## config.mk

```make
export PLATFORM = sky130hd
export DESIGN_NAME = if_fetch_unit
export DESIGN_NICKNAME = d
export VERILOG_FILES = /design/src/rtl/if_fetch_unit.sv
export SDC_FILE = /design/constraint.sdc
export NUM_CORES = 1
export LEC_CHECK = 0
export CORE_UTILIZATION = 42
export DETAILED_ROUTE_END_ITERATION = 8
export HOLD_SLACK_MARGIN = 0.05
export PLACE_DENSITY_LB_ADDON = 0.2
export REMOVE_ABC_BUFFERS = 1
export SLEW_MARGIN = 10
export SYNTH_ARGS = -nofsm -noshare
export SYNTH_HDL_FRONTEND = slang
export SYNTH_SLANG_ARGS = --single-unit
```

## constraint.sdc

```tcl
create_clock -name clk -period 3.41 [get_ports clk]
set_input_delay 0.682 -clock clk [delete_from_list [all_inputs] [get_ports clk]]
set_output_delay 0.682 -clock clk [all_outputs]
set_load 0.03 [all_outputs]
```

## src/rtl/if_fetch_unit.sv

```systemverilog
// -----------------------------------------------------------------------------
// if_fetch_unit
//
// Instruction-fetch stage sitting directly in front of the IF/ID register.
// Owns the PC, drives the instruction-memory request/response handshake,
// holds a returned word while the pipeline is stalled and applies branch/jump
// redirects, including redirects that land while a request is still pending.
//
// Ports
//   clk            rising-edge clock
//   reset          asynchronous, active-high
//   cu_stall       downstream stall: keep presenting the current instruction
//   branch_taken   redirect from EX (wins over jump_taken)
//   branch_target  branch destination
//   jump_taken     redirect from ID
//   jump_target    jump destination
//   imem_req       memory request valid
//   imem_addr      memory request address
//   imem_rdata     returned word, valid while imem_ready=1
//   imem_ready     response valid (may coincide with imem_req)
//   pc             address of the presented instruction
//   pc_4           pc + 4
//   instr          presented instruction, 0 (NOP) when not valid
//   fetch_busy     no valid instruction this cycle
//   fetch_timeout  sticky memory-hang flag
//   fetch_misalign (only with IFETCH_ALIGN_CHK_EN) misaligned PC in FETCH
//
// Build option
//   IFETCH_ALIGN_CHK_EN : when defined, a misaligned PC in FETCH suppresses
//   the memory request, presents a NOP bubble (fetch_busy=0) and raises
//   fetch_misalign until a redirect arrives. When undefined, pc[1:0] is
//   passed to memory unchanged and no fetch_misalign port exists.
// -----------------------------------------------------------------------------
module if_fetch_unit #(
    parameter int                  PC_WIDTH   = 32,
    parameter int                  DATA_WIDTH = 32,
    parameter logic [PC_WIDTH-1:0] RESET_PC   = '0,
    parameter int                  MAX_WAIT   = 15
) (
    input  logic                  clk,
    input  logic                  reset,
    input  logic                  cu_stall,
    input  logic                  branch_taken,
    input  logic [PC_WIDTH-1:0]   branch_target,
    input  logic                  jump_taken,
    input  logic [PC_WIDTH-1:0]   jump_target,
    output logic                  imem_req,
    output logic [PC_WIDTH-1:0]   imem_addr,
    input  logic [DATA_WIDTH-1:0] imem_rdata,
    input  logic                  imem_ready,
    output logic [PC_WIDTH-1:0]   pc,
    output logic [PC_WIDTH-1:0]   pc_4,
    output logic [DATA_WIDTH-1:0] instr,
    output logic                  fetch_busy,
`ifdef IFETCH_ALIGN_CHK_EN
    output logic                  fetch_misalign,
`endif
    output logic                  fetch_timeout
);

    localparam int              CNT_W   = $clog2(MAX_WAIT + 1);
    localparam logic [CNT_W-1:0] CNT_MAX = CNT_W'(MAX_WAIT);

    typedef enum logic [1:0] {
        S_FETCH = 2'd0,
        S_HOLD  = 2'd1,
        S_DRAIN = 2'd2
    } state_t;

    state_t                  state_q,    state_d;
    logic [PC_WIDTH-1:0]     pc_q,       pc_d;
    logic [DATA_WIDTH-1:0]   hold_q,     hold_d;
    logic [PC_WIDTH-1:0]     pend_q,     pend_d;
    logic [CNT_W-1:0]        wait_cnt_q, wait_cnt_d;
    logic                    timeout_q,  timeout_d;

    logic                    redir;
    logic [PC_WIDTH-1:0]     tgt;
    logic                    misalign;
    logic [PC_WIDTH-1:0]     pc_next_seq;

    // Redirect selection: the branch comes from the older instruction in EX,
    // so it overrides a jump decoded in ID during the same cycle.
    always_comb begin
        redir = branch_taken | jump_taken;
        tgt   = branch_taken ? branch_target : jump_target;
    end

    always_comb begin
        misalign = 1'b0;
`ifdef IFETCH_ALIGN_CHK_EN
        misalign = (state_q == S_FETCH) && (pc_q[1:0] != 2'b00);
`endif
    end

    assign pc_next_seq = pc_q + PC_WIDTH'(4);

    // Output decode
    always_comb begin
        imem_req  = !reset && (state_q != S_HOLD) && !misalign;
        imem_addr = pc_q;
        pc        = pc_q;
        pc_4      = pc_next_seq;

        instr      = '0;
        fetch_busy = 1'b1;
        if (misalign) begin
            // NOP bubble so the downstream exception logic sees a slot
            instr      = '0;
            fetch_busy = 1'b0;
        end else if (state_q == S_FETCH && imem_ready) begin
            instr      = imem_rdata;
            fetch_busy = 1'b0;
        end else if (state_q == S_HOLD) begin
            instr      = hold_q;
            fetch_busy = 1'b0;
        end
    end

`ifdef IFETCH_ALIGN_CHK_EN
    assign fetch_misalign = !reset && misalign;
`endif

    assign fetch_timeout = timeout_q;

    // Next-state logic; priority is redirect > stall > sequential advance
    always_comb begin
        state_d = state_q;
        pc_d    = pc_q;
        hold_d  = hold_q;
        pend_d  = pend_q;

        case (state_q)
            S_FETCH: begin
                if (misalign) begin
                    // Parked on the bad PC until control flow is redirected
                    if (redir) begin
                        pc_d = tgt;
                    end
                end else if (!imem_ready) begin
                    if (redir) begin
                        // Request already issued cannot be cancelled: let it
                        // complete and remember where to go afterwards.
                        pend_d  = tgt;
                        state_d = S_DRAIN;
                    end
                end else begin
                    if (redir) begin
                        pc_d = tgt;
                    end else if (cu_stall) begin
                        hold_d  = imem_rdata;
                        state_d = S_HOLD;
                    end else begin
                        pc_d = pc_next_seq;
                    end
                end
            end

            S_HOLD: begin
                if (redir) begin
                    pc_d    = tgt;
                    state_d = S_FETCH;
                end else if (!cu_stall) begin
                    pc_d    = pc_next_seq;
                    state_d = S_FETCH;
                end
            end

            S_DRAIN: begin
                if (redir) begin
                    pend_d = tgt;
                end
                if (imem_ready) begin
                    // Stale word is dropped; the newest redirect wins
                    pc_d    = redir ? tgt : pend_q;
                    state_d = S_FETCH;
                end
            end

            default: begin
                state_d = S_FETCH;
            end
        endcase
    end

    // Memory-hang detection: count consecutive unanswered request cycles
    always_comb begin
        wait_cnt_d = wait_cnt_q;
        if (imem_ready) begin
            wait_cnt_d = '0;
        end else if (imem_req && (wait_cnt_q != CNT_MAX)) begin
            wait_cnt_d = wait_cnt_q + CNT_W'(1);
        end
        timeout_d = timeout_q | (wait_cnt_d == CNT_MAX);
    end

    always_ff @(posedge clk or posedge reset) begin
        if (reset) begin
            state_q    <= S_FETCH;
            pc_q       <= RESET_PC;
            hold_q     <= '0;
            pend_q     <= '0;
            wait_cnt_q <= '0;
            timeout_q  <= 1'b0;
        end else begin
            state_q    <= state_d;
            pc_q       <= pc_d;
            hold_q     <= hold_d;
            pend_q     <= pend_d;
            wait_cnt_q <= wait_cnt_d;
            timeout_q  <= timeout_d;
        end
    end

endmodule

```

* After elaboration in Yosys (flattened, before gate mapping)
Index checks and enable logic that the tools add are counted.
** Cells by class
- Add/sub/neg operators :: 2
- $lt $le $gt $ge :: 0
- Reductions and logical operators :: 11
- Multiplexer cells :: 23
- Eq/ne operators :: 12
- Shifts and indexed selects :: 0
- Div/mod/pow operators :: 0
- Multiply operators :: 0
- Bitwise logic cells :: 3
** Operators by type and width (count)
- $mux 32 :: 9
- $pmux 32 s3 :: 1
- $pmux 32 s2 :: 1
- $add 32x3->32 const B :: 1
- $mux 2 :: 7
- $ne 3x3->1 const B :: 4
- $mux 4 :: 2
- $ne 2x2->1 const B :: 3
- $pmux 2 s3 :: 1
- $reduce_and 5->1 :: 1
- $add 4x1->4 const B :: 1
- $eq 4x4->1 const B :: 1
- $ne 4x4->1 const B :: 1
- $reduce_and 4->1 :: 1
- $logic_and 1x1->1 :: 3
- $reduce_and 3->1 :: 1
- $reduce_bool 3->1 :: 1
- $eq 2x1->1 const B :: 1
- $eq 2x2->1 const B :: 1
- $logic_not 2->1 :: 1
- $mux 1 :: 2
- $ne 2x1->1 const B :: 1
- $or 1x1->1 :: 2
- $reduce_and 2->1 :: 1
- other kinds (3) :: 3
** Word-level totals
- ROM bits :: 0
- Memory bits (writable) :: 0
- Latch bits :: 0
- Output and inout port bits :: 131
- Register bits :: 103
- Memories kept :: 0

* Depth between registers and ports, before layout
Gate-level depths: netlist (run 1).
- Depth in word-level cells :: 7
- Mapped depth :: 7
- Mapped depth without buffers :: 5

* Worst setup path after synthesis (run 1)
OpenSTA, ideal clock, no wires.
- Path type :: input-to-reg
- From :: input reset
- To :: register timeout_q (netlist: fetch_timeout)
- Slack :: -0.220 ns
- Arrival time :: 3.566 ns
- Data required time :: 3.345 ns
- Path buffers :: 0
- Stages :: 4
- Cells stage by stage :: inv_1 > a31oi_1 > a311oi_1 > a31o_2
** Between the ends
- Cells in the longest elaborated chain, start to end :: 7
** RTL lines
- start, declared :: line 41 : input logic reset,
- $logic_not 1->1 (no source line)
- $logic_and 1x1->1 :: line 100 : imem_req = !reset && (state_q != S_HOLD) && !misalign;
- $logic_and 1x1->1 :: line 191 : end else if (imem_req && (wait_cnt_q != CNT_MAX)) begin
- $mux 4 :: line 191
- $mux 4 :: line 189 : if (imem_ready) begin
- net wait_cnt_d[2] :: line 74 : logic [CNT_W-1:0] wait_cnt_q, wait_cnt_d;
- $eq 4x4->1 :: line 194 : timeout_d = timeout_q | (wait_cnt_d == CNT_MAX);
- $or 1x1->1 :: line 194
- net timeout_d :: line 75 : logic timeout_q, timeout_d;
- end signal, assigned :: line 211 : timeout_q <= timeout_d;
- end, declared :: line 75
The timed path passes the listed nets, and every way through them passes these cells.
A chain may end at the register's enable or synchronous reset.

* Worst setup path in the final report (run 1)
- From :: register pc_q[16] (netlist: imem_addr[16])
- To :: output pc_4[31]
** Between the ends
- Cells in the longest elaborated chain, start to end :: 1
** RTL lines
- start, declared :: line 71 : logic [PC_WIDTH-1:0] pc_q, pc_d;
- start signal, assigned :: line 207 : pc_q <= pc_d;
- $add 32x3->32 :: line 96 : assign pc_next_seq = pc_q + PC_WIDTH'(4);
- end, declared :: line 52 : output logic [PC_WIDTH-1:0] pc_4,
Every way passes these cells.

==> results of run 1 <==
-- registers in the layout, summed over array words and instances, names as in the netlist --
name	cells
hold_q	32
state_q	2
fetch_timeout	1
imem_addr	32
wait_cnt_q	4
pend_q	32
-- repair_timing --
action	4_1_cts	5_1_grt
buffers inserted	0	0
endpoints found under the setup margin	2	7
resized for setup	2	13
pin swaps	0	1
-- report_power, final --
part	switching (uW)	internal [uW]
Sequential	243	1450
Combinational	1000	834
Clock	489	578
-- worst max-delay path, stage by stage, from the launching register on --
cell and delay, ns:
dfrtp_1 0.50, and4_1 0.33, and4_1 0.32, nand3_1 0.17, xnor2_1 0.23, clkdlybuf4s50_1 0.71
-- area by class of cell --
| class | count | area share |
|---|---|---|
| inverter | 18 | 0.00753 |
| multi-input combinational | 475 | 0.385 |
| sequential | 103 | 0.278 |
| tap | 211 | 0.0284 |
| clock inverter | 7 | 0.00834 |
| clock buffer | 9 | 0.0242 |
| timing repair buffer | 262 | 0.269 |
-- metal layers --
| metal | vias up | global-route usage |
|---|---|---|
| li1 | 3000 | - |
| met1 | 3107 | 0.327 |
| met2 | 296 | 0.436 |
| met3 | 26 | 0.0466 |
| met4 | 0 | 0.0865 |
| met5 | - | 0 |
-- cells by family (layout without fill, tap and decap cells) --
kind of cell	after synthesis	after routing	share of synthesized area
compound gates	233	233	0.264
mux	47	47	0.0777
buf+inv	121	296	0.0904
xor+xnor	28	28	0.0365
fa+ha+maj	2	2	0.00373
flops	103	103	0.384
simple gates	165	165	0.144
-- path summary, 6_finish.rpt --
kind                                 endpoint  slack, ns
worst max register to register  imem_addr[22]       1.28
max in group asynchronous       imem_addr[15]       1.65
min in group asynchronous       wait_cnt_q[3]       0.79
worst max-delay path                 pc_4[31]       0.11
worst min register to register  fetch_timeout       0.49
worst min-delay path            fetch_timeout       0.49
-- cells in the final DEF (no fill, tap or decap), types with 4 or more instances in the layout --
cell type / netlist / layout
a31oi_1: 34 / 34
or4_1: 4 / 4
o31ai_1: 7 / 7
nor3_1: 11 / 9
a21o_1: 6 / 6
o2bb2ai_1: 4 / 4
xor2_1: 4 / 4
dfrtp_2: 0 / 5
a22oi_1: 32 / 32
a21oi_1: 6 / 6
dlymetal6s2s_1: 0 / 5
a22o_1: 41 / 41
inv_1: 18 / 17
mux2_2: 41 / 41
nand4_1: 11 / 11
a222oi_1: 29 / 29
buf_12: 0 / 4
o21ai_0: 36 / 36
nor2_1: 14 / 13
nand2b_1: 5 / 5
xnor2_1: 24 / 24
nand3_1: 25 / 25
and4_1: 7 / 7
o211ai_1: 11 / 11
clkbuf_16: 0 / 9
buf_4: 34 / 66
clkdlybuf4s50_1: 0 / 185
nand2_1: 22 / 22
dfrtp_1: 103 / 98
mux2i_1: 6 / 6
and3_1: 5 / 5
or2_2: 5 / 5
nor2b_1: 37 / 34
or3_1: 4 / 4
-- per-stage QoR --
step	area, um2	instances
3_3_place_gp	8950	1069
3_5_place_dp	8950	1069
2_1_floorplan	6170	596
5_1_grt	9300	1085
6_report	9300	1085
4_1_cts	9260	1085
-- cell usage after synthesis (3+ instances only) --
cell type,instances
a222oi_1,29
or4_1,4
a211o_1,3
dfrtp_1,103
mux2i_1,6
or2_2,5
nand2b_1,5
o211ai_1,11
nor4_1,5
o41ai_1,3
nand3_1,25
a31o_2,3
xor2_1,4
inv_1,18
nand4_1,11
nand2_1,22
or3_1,4
mux2_2,41
a21o_1,6
o31ai_1,7
nor2b_1,37
o31a_1,3
clkbuf_1,47
and4_1,7
a22oi_1,32
o21ai_0,36
buf_2,18
a31oi_1,34
xnor2_1,24
a21oi_1,6
nor3_1,11
buf_4,34
and3_1,5
nor2_1,14
o2bb2ai_1,4
a22o_1,41
==> impl_results.md, run 1 <==
- Kind of start point of the critical path: flop
- Post-Route Skew: between 0.007 and 0.008 ns
- Startpoint of the worst hold path: fetch_timeout
- Fraction of layout cells with a size suffix above 1: 0.184
- Post-synth top area share: 0.384
- Syn-to-layout area delta: 38.5%
- Number of diodes added for antenna fixing: 0
- Layout net count: 973
- Depth of the worst register-to-register path: 5
- Routed wirelength normalized by instance count: 19.4 um
- Highest layer used for signal routing: met4
- Final worst path period need: 3.30 ns
- Number of iterations in the first detailed-routing pass: 5
- DPL Wire Length: roughly 15000 um
- CTS Hold Buffers Added: 0
- Top achievable clock speed: approximately 0.30 GHz
- Remaining max-slew budget at the tightest pin: 0.479
- Maximum level of the CTS H-tree: 3
- Yosys top cell by area: dfrtp_1
- Starting DRT DRC Count: between 400 and 500
- Site Rows: 45
- Cell types occupying the most area after synthesis: dfrtp_1 (38%), mux2_2 (6.9%), a22o_1 (5.3%)
- Setup total negative slack: 0 ns
- Max Transition Viols Final: 0
- Unique masters post-synth: 60
- Routed wl met2: around 10000 um
- Global-route wire length before repair: around 33000 um
- Die Y: 128 um
- Port Buffers: roughly 230
- CP Data Required Time: 2.73 ns
- Cell Area, Synth: about 6700 um2
- Count of flip-flops with a built-in enable after synthesis: 0
- Most used DFF post-synth: dfrtp_1
- Total DRC errors in the routed layout: 0
- Clock tree from TritonCTS: done
- Syn avg cell area: roughly 9.6 um2
- Wire length on met3: around 1700 um
- Initial Utilization: 0.435
- Post-layout total power: ~4600 uW
- Largest fanout on the critical path: 8
- Number of antenna violations at the first check in global routing: 0
- Period utilisation layout: 0.967
- Final setup fails: 0
- Antenna-violating nets left: 0
- CTS Root Cell: clkbuf_16
- Pwr/cell area: ~490 nW/um2
- Yosys warning count: 0
- Via count: between 6000 and 7000
- Worst setup timing slack at the placement stage: around 0.25 ns
- Clk slew on worst S/H paths: approximately 0.070 ns
- Detail-routed via count per cell: between 5 and 6
- Sinks on Clock Net: 103
- Placeable core region: ~15000 um2
- Area of the die: about 16000 um2
- Number of top-level design ports: roughly 230
- Final hold violation count: 0
- Final core utilization: 0.603
- Number of clock buffers inserted by TritonCTS: 9
- Buffer depth of the longest clock path: 2
- Slew at the pin closest to its max-slew limit: 0.781 ns
- R2R Path Start: imem_addr[2]
- Status: finished, final reports clean
- Type of element capturing the critical path: output pin
- Static Leak: roughly 0.0037 uW
- Final hold slack: approximately 0.49 ns
- Overflow after GRT: 0
- Cells after synthesis: 699
- Die Span X: around 130 um
- Fill cell total of the finished layout: 1310
- Fraction of synthesis flops using an asynchronous set or reset pin: 1.00
- Number of max-cap violations: 0
- Classification of the worst setup path: reg2out
- Detailed Route WL: roughly 21000 um
- Arrival time at the worst endpoint: 2.62 ns
- Routability Congestion: 0.840
- Area taken by flip-flops and latches: between 2000 and 3000 um2
- Kind of path behind the tightest hold check: reg2reg
- Largest voltage drop on the vdd net: 0.000315 V
- Part of the Yosys area used for sequential elements: 0.384
- Worst setup margin: between 0.1 and 0.15 ns
- Global routing usage summed across all routing layers: 0.256
- Post-route met1 wirelength: about 9100 um
- Area occupied by multi-input gates: 3580 um2
- Clock latency on the worst-skew pair: ~0.35 ns
- Number of cells on the worst hold path: 1
- Vias in the first global route: approximately 6500
- Post-synthesis register bit count: ~100
- Largest net degree at the start of global routing: around 40
- CP startpoint: imem_addr[16]
Note: power is estimated with default switching activity, not from simulation.
==> run 2, diff against run 1 <==
--- a/config.mk
+++ b/config.mk
@@ -10,6 +10,7 @@
 export HOLD_SLACK_MARGIN = 0.05
 export PLACE_DENSITY_LB_ADDON = 0.2
 export REMOVE_ABC_BUFFERS = 1
+export SETUP_SLACK_MARGIN = 0.05
 export SLEW_MARGIN = 10
 export SYNTH_ARGS = -nofsm -noshare
 export SYNTH_HDL_FRONTEND = slang
==> run 2 against run 1 <==
Wire length is 0.55% higher. Sequential power is essentially flat. Critical path depth fell by 1. Fmax up 1.8%. Global-route usage unchanged. Via count increased by 1.1%. Final area up 0.19%. Sequential share of layout area about the same. Count of clock-buffer cells in the layout did not move. Clock power hardly changed. First-iteration DRC count fell by 5.0%. Non-clock buffer count unchanged. Critical endpoint is now pc_4[13]. Largest cell class unchanged.
==> impl_results.md, run 2 (synthesis results as in run 1) <==
- Status: finished, final reports clean
- Remaining max-slew budget at the tightest pin: 0.476 (-0.00341)
- Classification of the worst setup path: reg2out
- CP Data Required Time: 2.73 ns (about the same)
- Antenna-violating nets left: 0 (unchanged)
- Via count: 6502 (+1.1%)
- CTS Hold Buffers Added: 0 (unchanged)
- Routed wirelength normalized by instance count: 19.5 um (+0.55%)
- Type of element capturing the critical path: output pin
- Area taken by flip-flops and latches: 2580 um2 (about the same)
- Total DRC errors in the routed layout: 0 (unchanged)
- Clk slew on worst S/H paths: 0.07 ns (about the same)
- Maximum level of the CTS H-tree: 3 (unchanged)
- DPL Wire Length: 15100 um (unchanged)
- Static Leak: 0.00378 uW (+1.1%)
- Number of cells on the worst hold path: 1 (unchanged)
- Kind of path behind the tightest hold check: reg2reg
- Layout net count: 973 (unchanged)
- Detailed Route WL: 21200 um (+0.55%)
- Largest net degree at the start of global routing: 41 (unchanged)
- Final setup fails: 0 (unchanged)
- Number of diodes added for antenna fixing: 0 (unchanged)
- Slew at the pin closest to its max-slew limit: 0.786 ns (+0.00512 ns)
- Area of the die: 16500 um2 (unchanged)
- Depth of the worst register-to-register path: 4 (-1)
- Vias in the first global route: 6466 (unchanged)
- Detail-routed via count per cell: 5.99 (+1.1%)
- Final hold violation count: 0 (unchanged)
- Clock latency on the worst-skew pair: 0.35 ns (about the same)
- Final worst path period need: 3.24 ns (-0.0569 ns)
- Number of max-cap violations: 0 (unchanged)
- Top achievable clock speed: 0.308 GHz (+1.8%)
- Global-route wire length before repair: 33300 um (unchanged)
- Syn-to-layout area delta: 38.8%
- Overflow after GRT: 0 (unchanged)
- CTS Root Cell: clkbuf_16
- Largest fanout on the critical path: 8 (unchanged)
- Largest voltage drop on the vdd net: 0.000304 V (-3.5%)
- Area occupied by multi-input gates: 3580 um2 (+0.17%)
- Most frequent standard cell in the layout excluding fill and tap cells: clkdlybuf4s50_1
- Number of iterations in the first detailed-routing pass: 5 (unchanged)
- Number of antenna violations at the first check in global routing: 0 (unchanged)
- Buffer depth of the longest clock path: 2 (unchanged)
- Starting DRT DRC Count: 471 (-5.0%)
- Die Y: 128 um (unchanged)
- Post-Route Skew: 0.00850 ns (+0.000999 ns)
- Max Transition Viols Final: 0 (unchanged)
- Final hold slack: 0.493 ns (-0.000448 ns)
- Number of clock buffers inserted by TritonCTS: 9 (unchanged)
- Sinks on Clock Net: 103 (unchanged)
- Setup slack of the most critical reg-to-reg path: 1.31 ns (+0.03 ns)
- Post-layout total power: 4590 uW (about the same)
- Placeable core region: 15400 um2 (unchanged)
- Global routing usage summed across all routing layers: 0.256 (unchanged)
- Site Rows: 45 (unchanged)
- Pwr/cell area: 493 nW/um2 (-0.19%)
- Period utilisation layout: 0.951 (-0.0167)
- Clock tree from TritonCTS: done
- Die Span X: 128 um (unchanged)
- Port Buffers: 232 (unchanged)
- Fraction of layout cells with a size suffix above 1: 0.186 (+0.00229)
- Kind of start point of the critical path: flop
- Routability Congestion: 0.840 (unchanged)
- Fill cell total of the finished layout: 1307 (-0.23%)
- Initial Utilization: 0.435 (unchanged)
- Number of top-level design ports: 233 (unchanged)
- Commonest cells after routing, fill and taps aside: clkdlybuf4s50_1 (181), dfrtp_1 (97), buf_4 (66)
- RSZ-0062 raised after global routing: no
- Arrival time at the worst endpoint: 2.56 ns (-0.06 ns)
-- run 2: cell count changes in the layout (fill, tap and decap cells not counted) --
cell | previous run | this run
nor4_1 | 3 | 2
clkdlybuf4s50_1 | 185 | 181
nor4_2 | 2 | 3
dfrtp_2 | 5 | 6
dfrtp_1 | 98 | 97
dlymetal6s2s_1 | 5 | 9
-- run 2: worst paths after layout --
| kind | startpoint | endpoint |
|---|---|---|
| max | imem_addr[4] | pc_4[13] |
| min | pend_q[2] | pend_q[2] |
| max reg2reg | imem_addr[10] | imem_addr[22] |
| min reg2reg | pend_q[2] | pend_q[2] |
| max in group asynchronous | reset | imem_addr[15] |
| min in group asynchronous | reset | wait_cnt_q[3] |
-- run 2: through the flow --
step	TNS, ns	util	area (um2)	instances	worst slack, ns
5_1_grt	0	0.604	9320	1085	0.0624
3_5_place_dp	0	0.580	8950	1069	0.249
6_report	0	0.604	9320	1085	0.168
4_1_cts	0	0.601	9270	1085	0.0596
3_3_place_gp	0	0.580	8950	1069	0.280
2_1_floorplan	-16.00	-	6170	596	-0.490
-- run 2: worst max-delay path: stages, from the launching register on --
cell	delay (ns)
dfrtp_1	0.49
nand4_1	0.30
or3_1	0.51
xnor2_1	0.21
clkdlybuf4s50_1	0.71
-- run 2: cell type report --
class	instances	area share
timing repair buffer	262	0.269
tap	211	0.0283
clock inverter	7	0.00833
sequential	103	0.277
clock buffer	9	0.0242
inverter	18	0.00752
multi-input combinational	475	0.385
-- run 2: power breakdown --
part	leakage (uW)	total, uW	internal, uW	switching [uW]
Sequential	0.00125	1690	1450	244
Combinational	0.00238	1830	832	1000
Clock	0.000147	1070	578	488
-- run 2: repair_timing --
item / CTS / global route
resized for setup: 3 / 18
setup endpoints to repair: 4 / 12
hold endpoints to repair: 0 / 0
pin swaps: 0 / 1
buffers inserted: 0 / 0
cloned: 0 / 0
-- run 2: metal layers --
layer  routed length (um)  global-route usage
met1                 9060               0.327
met2                10100               0.436
met3                 1730              0.0466
met4                  345              0.0865
met5                    0                   0
==> run 3, diff against run 2 <==
--- a/config.mk
+++ b/config.mk
@@ -7,6 +7,7 @@
 export LEC_CHECK = 0
 export CORE_UTILIZATION = 42
 export DETAILED_ROUTE_END_ITERATION = 8
+export GPL_ROUTABILITY_DRIVEN = 1
 export HOLD_SLACK_MARGIN = 0.05
 export PLACE_DENSITY_LB_ADDON = 0.2
 export REMOVE_ABC_BUFFERS = 1
==> results of run 3 <==
Same layout as run 2: the final DEF is identical, and so are final timing and power.
